$ cat src/rtl/mem_stall_unit.sv
// Memory stall unit: issues IF/MEM memory requests, holds them until answered,
// captures early responses and stalls the whole pipeline until every access this cycle is done.
module mem_stall_unit #(
  parameter int XLEN    = 32,
  parameter int CNT_W   = 32,
  parameter int TIMEOUT = 1024
) (
  input  logic             clk,
  input  logic             rst,
  input  logic             if_req,
  input  logic [XLEN-1:0]  if_addr,
  input  logic             mem_read,
  input  logic             mem_write,
  input  logic [XLEN-1:0]  mem_addr,
  input  logic [XLEN-1:0]  mem_wdata,
  input  logic [3:0]       mem_mbe,
  input  logic             imem_resp,
  input  logic [XLEN-1:0]  imem_rdata,
  input  logic             dmem_resp,
  input  logic [XLEN-1:0]  dmem_rdata,
  output logic             imem_read,
  output logic [XLEN-1:0]  imem_address,
  output logic             dmem_read,
  output logic             dmem_write,
  output logic [XLEN-1:0]  dmem_address,
  output logic [XLEN-1:0]  dmem_wdata,
  output logic [3:0]       dmem_mbe,
  output logic             stall_pipeline,
  output logic [XLEN-1:0]  if_rdata,
  output logic [XLEN-1:0]  mem_rdata,
  output logic [CNT_W-1:0] stall_count,
  output logic             timeout_err
);

  localparam int WAIT_W = (TIMEOUT > 0) ? $clog2(TIMEOUT + 1) : 1;
  localparam logic [WAIT_W-1:0] TO_VAL = WAIT_W'(TIMEOUT);

  typedef enum logic {PEND = 1'b0, DONE = 1'b1} port_state_t;

  port_state_t i_state, i_state_nxt, d_state, d_state_nxt;
  logic i_done, d_done, i_ok, d_ok, d_active;
  logic [XLEN-1:0]   if_rdata_q, mem_rdata_q;
  logic [WAIT_W-1:0] wait_cnt;

  always_ff @(posedge clk or posedge rst) begin
    if (rst) begin
      i_state <= PEND;
      d_state <= PEND;
    end else begin
      i_state <= i_state_nxt;
      d_state <= d_state_nxt;
    end
  end

  // A response only counts as "early" when the pipeline is held; otherwise it is consumed this cycle.
  always_comb begin
    i_state_nxt = i_state;
    d_state_nxt = d_state;
    case (i_state)
      PEND:    if (if_req && imem_resp && stall_pipeline) i_state_nxt = DONE;
      DONE:    if (!stall_pipeline) i_state_nxt = PEND;
      default: i_state_nxt = PEND;
    endcase
    case (d_state)
      PEND:    if (d_active && dmem_resp && stall_pipeline) d_state_nxt = DONE;
      DONE:    if (!stall_pipeline) d_state_nxt = PEND;
      default: d_state_nxt = PEND;
    endcase
  end

  always_comb begin
    i_done         = (i_state == DONE);
    d_done         = (d_state == DONE);
    d_active       = mem_read | mem_write;
    imem_read      = if_req & ~i_done;
    dmem_read      = mem_read & ~d_done;
    dmem_write     = mem_write & ~d_done;
    imem_address   = if_addr;
    dmem_address   = mem_addr;
    dmem_wdata     = mem_wdata;
    dmem_mbe       = mem_mbe;
    i_ok           = ~if_req | i_done | imem_resp;
    d_ok           = ~d_active | d_done | dmem_resp;
    stall_pipeline = ~(i_ok & d_ok);
    if_rdata       = imem_resp ? imem_rdata : if_rdata_q;
    mem_rdata      = dmem_resp ? dmem_rdata : mem_rdata_q;
  end

  always_ff @(posedge clk or posedge rst) begin
    if (rst) begin
      if_rdata_q  <= '0;
      mem_rdata_q <= '0;
    end else begin
      if (i_state == PEND && i_state_nxt == DONE) if_rdata_q  <= imem_rdata;
      if (d_state == PEND && d_state_nxt == DONE) mem_rdata_q <= dmem_rdata;
    end
  end

  // wait_cnt saturates at TIMEOUT so a long stall cannot wrap it back below the threshold.
  always_ff @(posedge clk or posedge rst) begin
    if (rst) begin
      stall_count <= '0;
      wait_cnt    <= '0;
      timeout_err <= 1'b0;
    end else if (stall_pipeline) begin
      stall_count <= stall_count + 1'b1;
      if (wait_cnt != TO_VAL) wait_cnt <= wait_cnt + 1'b1;
      if (TIMEOUT != 0 && wait_cnt == TO_VAL - 1'b1) timeout_err <= 1'b1;
    end else begin
      wait_cnt <= '0;
    end
  end

endmodule

$ cat config.mk
export PLATFORM = sky130hd
export DESIGN_NAME = mem_stall_unit
export DESIGN_NICKNAME = d
export VERILOG_FILES = /design/src/rtl/mem_stall_unit.sv
export SDC_FILE = /design/constraint.sdc
export NUM_CORES = 1
export LEC_CHECK = 0
export BUFFER_PORTS_ARGS = -buffer_cell sky130_fd_sc_hd__buf_2
export CAP_MARGIN = 0
export CORE_AREA = 10 10 138 140
export CTS_BUF_LIST = sky130_fd_sc_hd__clkbuf_16
export CTS_CLUSTER_SIZE = 20
export DETAILED_ROUTE_END_ITERATION = 16
export DIE_AREA = 0 0 148 150
export PLACE_DENSITY = 0.74
export SETUP_SLACK_MARGIN = 0.15
export SYNTH_ARGS = -nofsm -noshare
export SYNTH_HDL_FRONTEND = slang
export SYNTH_SLANG_ARGS = --single-unit
$ cat constraint.sdc
create_clock -name clk -period 8.58 [get_ports clk]
set_clock_uncertainty 0.2 [all_clocks]
set_input_delay 0.429 -clock clk [delete_from_list [all_inputs] [get_ports clk]]
set_output_delay 0.429 -clock clk [all_outputs]
set_load 0.05 [all_outputs]
==> impl_metrics.env <==
export IMPL_area_growth_pct=10.8
export IMPL_cts_tree="built"
export IMPL_synth_ff_type="dfrtp_1"
export IMPL_drc=0
export IMPL_p_clk_share_pct=24.6
export IMPL_drv_cap=0
export IMPL_slew_headroom_pct=34.3
export IMPL_postSynthCellCount=514
export IMPL_crit_type="input pin to output port"
export IMPL_synthArstFlopShare_pct=100
export IMPL_cp_arrival_ns=2.05
export IMPL_drt_pre_antenna_iters=4
export IMPL_ys_types=35
export IMPL_synth_compound_area_share_pct=0.767
export IMPL_critPathMaxFanout=35
export IMPL_dp_hpwl_um=11300
export IMPL_routed_wl_um=14700
export IMPL_final_cell_mix="buf_2, mux2_2, dfrtp_1, xnor2_1"
export IMPL_synth_mux_area_share_pct=23.9
export IMPL_syn_nets=688
export IMPL_multi_input_area_um2=2420
export IMPL_p_sw_w=0.000635
export IMPL_tightest_slew_ns=0.986
export IMPL_period_share_pct=31.2
export IMPL_power_switching_share_pct=38.9
export IMPL_ff_latch_area_um2=2750
export IMPL_cp_num_buf_inv=5
export IMPL_path_cells="buf_2, buf_4, or3b_1, o31a_1, buf_4, inv_1, buf_2"
export IMPL_preCtsSetupSlack_ns=5.68
export IMPL_wire_per_inst_um=18.1
export IMPL_grt_overflow=0
export IMPL_ir_worst_vdd_uv=145
export IMPL_synth_top_family_by_area="multiplexers"
export IMPL_final_max_slew_viol_count=0
export IMPL_layout_nets=760
export IMPL_hold_path_class="input pin to flip-flop"
export IMPL_die_area_um2=22200
export IMPL_rsz0062_at_grt="no"
export IMPL_synthSimpleGateAreaFrac_pct=8.87
export IMPL_placed_cell_area_um2=6390
export IMPL_dieWidth_um=148
export IMPL_setup_worst_path_end_class="output port"
export IMPL_fin_ws_ns=5.90
export IMPL_clock_path_buffers=2
export IMPL_crit_path_top_delay_cell="or3b_1"
export IMPL_ioPinCount=372
export IMPL_cp_required_ns=7.95
export IMPL_drt_iter0_drc=84
export IMPL_vias_per_cell=4.77
export IMPL_grt_use_total_pct=12.9
export IMPL_finalSetupViolCount=0
export IMPL_hold_violations=0
export IMPL_status="finished clean"
export IMPL_grt_pass1_vias=3981
export IMPL_finalCriticalPeriod_ns=2.68
export IMPL_pwr_share_seq_pct=41.5
export IMPL_clkTransAtPathRegs_ns=0.08
export IMPL_max_stage_delay_ns=0.46
export IMPL_fmax_mhz=374
export IMPL_port_buffers=171
export IMPL_fillers=1607
export IMPL_synthXorXnorAreaFrac_pct=5.80
export IMPL_power_leakage_nw=3.14
export IMPL_synth_yosys_seq_area_share_pct=45.6
export IMPL_grt_max_degree=78
export IMPL_antenna_found_initial=1
export IMPL_power_density_nw_per_um2=244
export IMPL_cp_start_kind="input pin"
export IMPL_core_area_um2=16300
export IMPL_ant_nets=0
export IMPL_h_tree_depth=3
export IMPL_timing_hold_ws_ns=0.108
export IMPL_clk_latency_ns=0.35
export IMPL_cts_resized=0
export IMPL_syn_avg_cell_area_um2=11.7
export IMPL_globalplace_congestion=0.741
export IMPL_cts_sinks=110
export IMPL_synth_seq_cells=110
export IMPL_r2r_slack_ns=6.12
export IMPL_initial_core_util_pct=36.9
export IMPL_tns_ns=0
export IMPL_final_common_cell="buf_2"
export IMPL_synth_adder_area_share_pct=0.622
export IMPL_p_comb_share_pct=33.8
export IMPL_cts_buffers=9
export IMPL_fin_area_um2=6690
export IMPL_crit_family="buffers and inverters"
export IMPL_rows=47
export IMPL_internal_power_w=0.000999
export IMPL_drive_above_1_share_pct=55.8
export IMPL_utilization_pct=40.9
export IMPL_grt_pass1_wl_um=22700
export IMPL_synth_area_um2=6040
export IMPL_synth_edff_count=0
export IMPL_die_height_um=150
export IMPL_vias=3872
export IMPL_ys_warnings_count=0
export IMPL_cts_root_buf="clkbuf_16"
==> metal layers <==
layer	global-route usage, %	share of wire [%]
met1	13.4	37
met2	22.2	51
met3	6.13	10
met4	5.10	1.9
met5	0	0
==> registers in the layout (all words and copies together), names as in the netlist <==
register	cells
stall_count	32
i_done	1
wait_cnt	11
mem_rdata_q	32
if_rdata_q	32
d_done	1
timeout_err	1
==> stage by stage <==
step / total power [W] / cells
2_1_floorplan: 0.00125 / 514
3_3_place_gp: 0.00124 / 794
3_5_place_dp: 0.00125 / 794
4_1_cts: 0.00166 / 811
5_1_grt: 0.00172 / 811
6_report: 0.00163 / 812
==> cells by family (layout without fill, tap and decap cells) <==
kind of cell | count (synthesis) | in the layout
AOI/OAI and AO/OA | 8 | 8
buffers and inverters | 128 | 205
other | 0 | 1
adders and majority gates | 3 | 3
and+or+nand+nor | 97 | 97
muxes | 128 | 128
xor gates and xnor gates | 40 | 40
DFF | 110 | 110
==> worst paths after layout <==
| path | from | end | depth (start not counted) |
|---|---|---|---|
| setup / recovery | imem_resp | stall_pipeline | 7 |
| setup reg to reg | i_done | stall_count[27] | 6 |
| hold reg to reg | timeout_err | timeout_err | 2 |
| hold / removal | dmem_rdata[19] | mem_rdata_q[19] | 2 |
| min in group asynchronous | rst | if_rdata_q[27] | 3 |
| max in group asynchronous | rst | mem_rdata_q[5] | 4 |
==> Yosys cell counts, types with 2 or more instances <==
cell type	n	area [um2]
nor2_1	20	75.1
dfrtp_1	110	2750
inv_1	11	41.3
clkbuf_1	5	18.8
a21oi_1	4	20.0
and3_1	5	31.3
nand3_1	10	50.1
nor2b_1	3	18.8
and4_1	6	52.6
nand4_1	10	62.6
xnor2_1	22	193
mux2_2	128	1440
ha_1	3	37.5
o21ai_0	2	10.0
xor2_1	18	158
buf_4	100	751
nand2_1	20	75.1
buf_2	6	30.0
nor4_1	5	31.3
buf_1	4	15.0
nor3_1	6	30.0
nor2_2	3	18.8
==> what timing repair did <==
item | CTS | global route
buffers inserted | 0 | 0
hold buffers | 1 | 0
setup endpoints to repair | 0 | 0
endpoints found under the hold margin | 33 | 0
==> area by class of cell <==
cell class	count	area share, %
timing repair buffer	178	13.6
inverter	11	0.655
tap	220	4.12
clock inverter	7	0.842
sequential	110	41.2
clock buffer	9	3.37
antenna	1	0.0374
multi-input combinational	276	36.2
==> power by group through the flow <==
stage | Sequential [W] | Combinational [W] | Clock, W
detailed placement | 0.000689 | 0.000561 | 0
global placement | 0.000684 | 0.000555 | 0
finish | 0.000679 | 0.000553 | 0.000402
global route | 0.000694 | 0.000587 | 0.000444
CTS | 0.000679 | 0.000562 | 0.000417
floorplan | 0.000724 | 0.000522 | 0
Note: power is estimated with default switching activity, not from simulation.
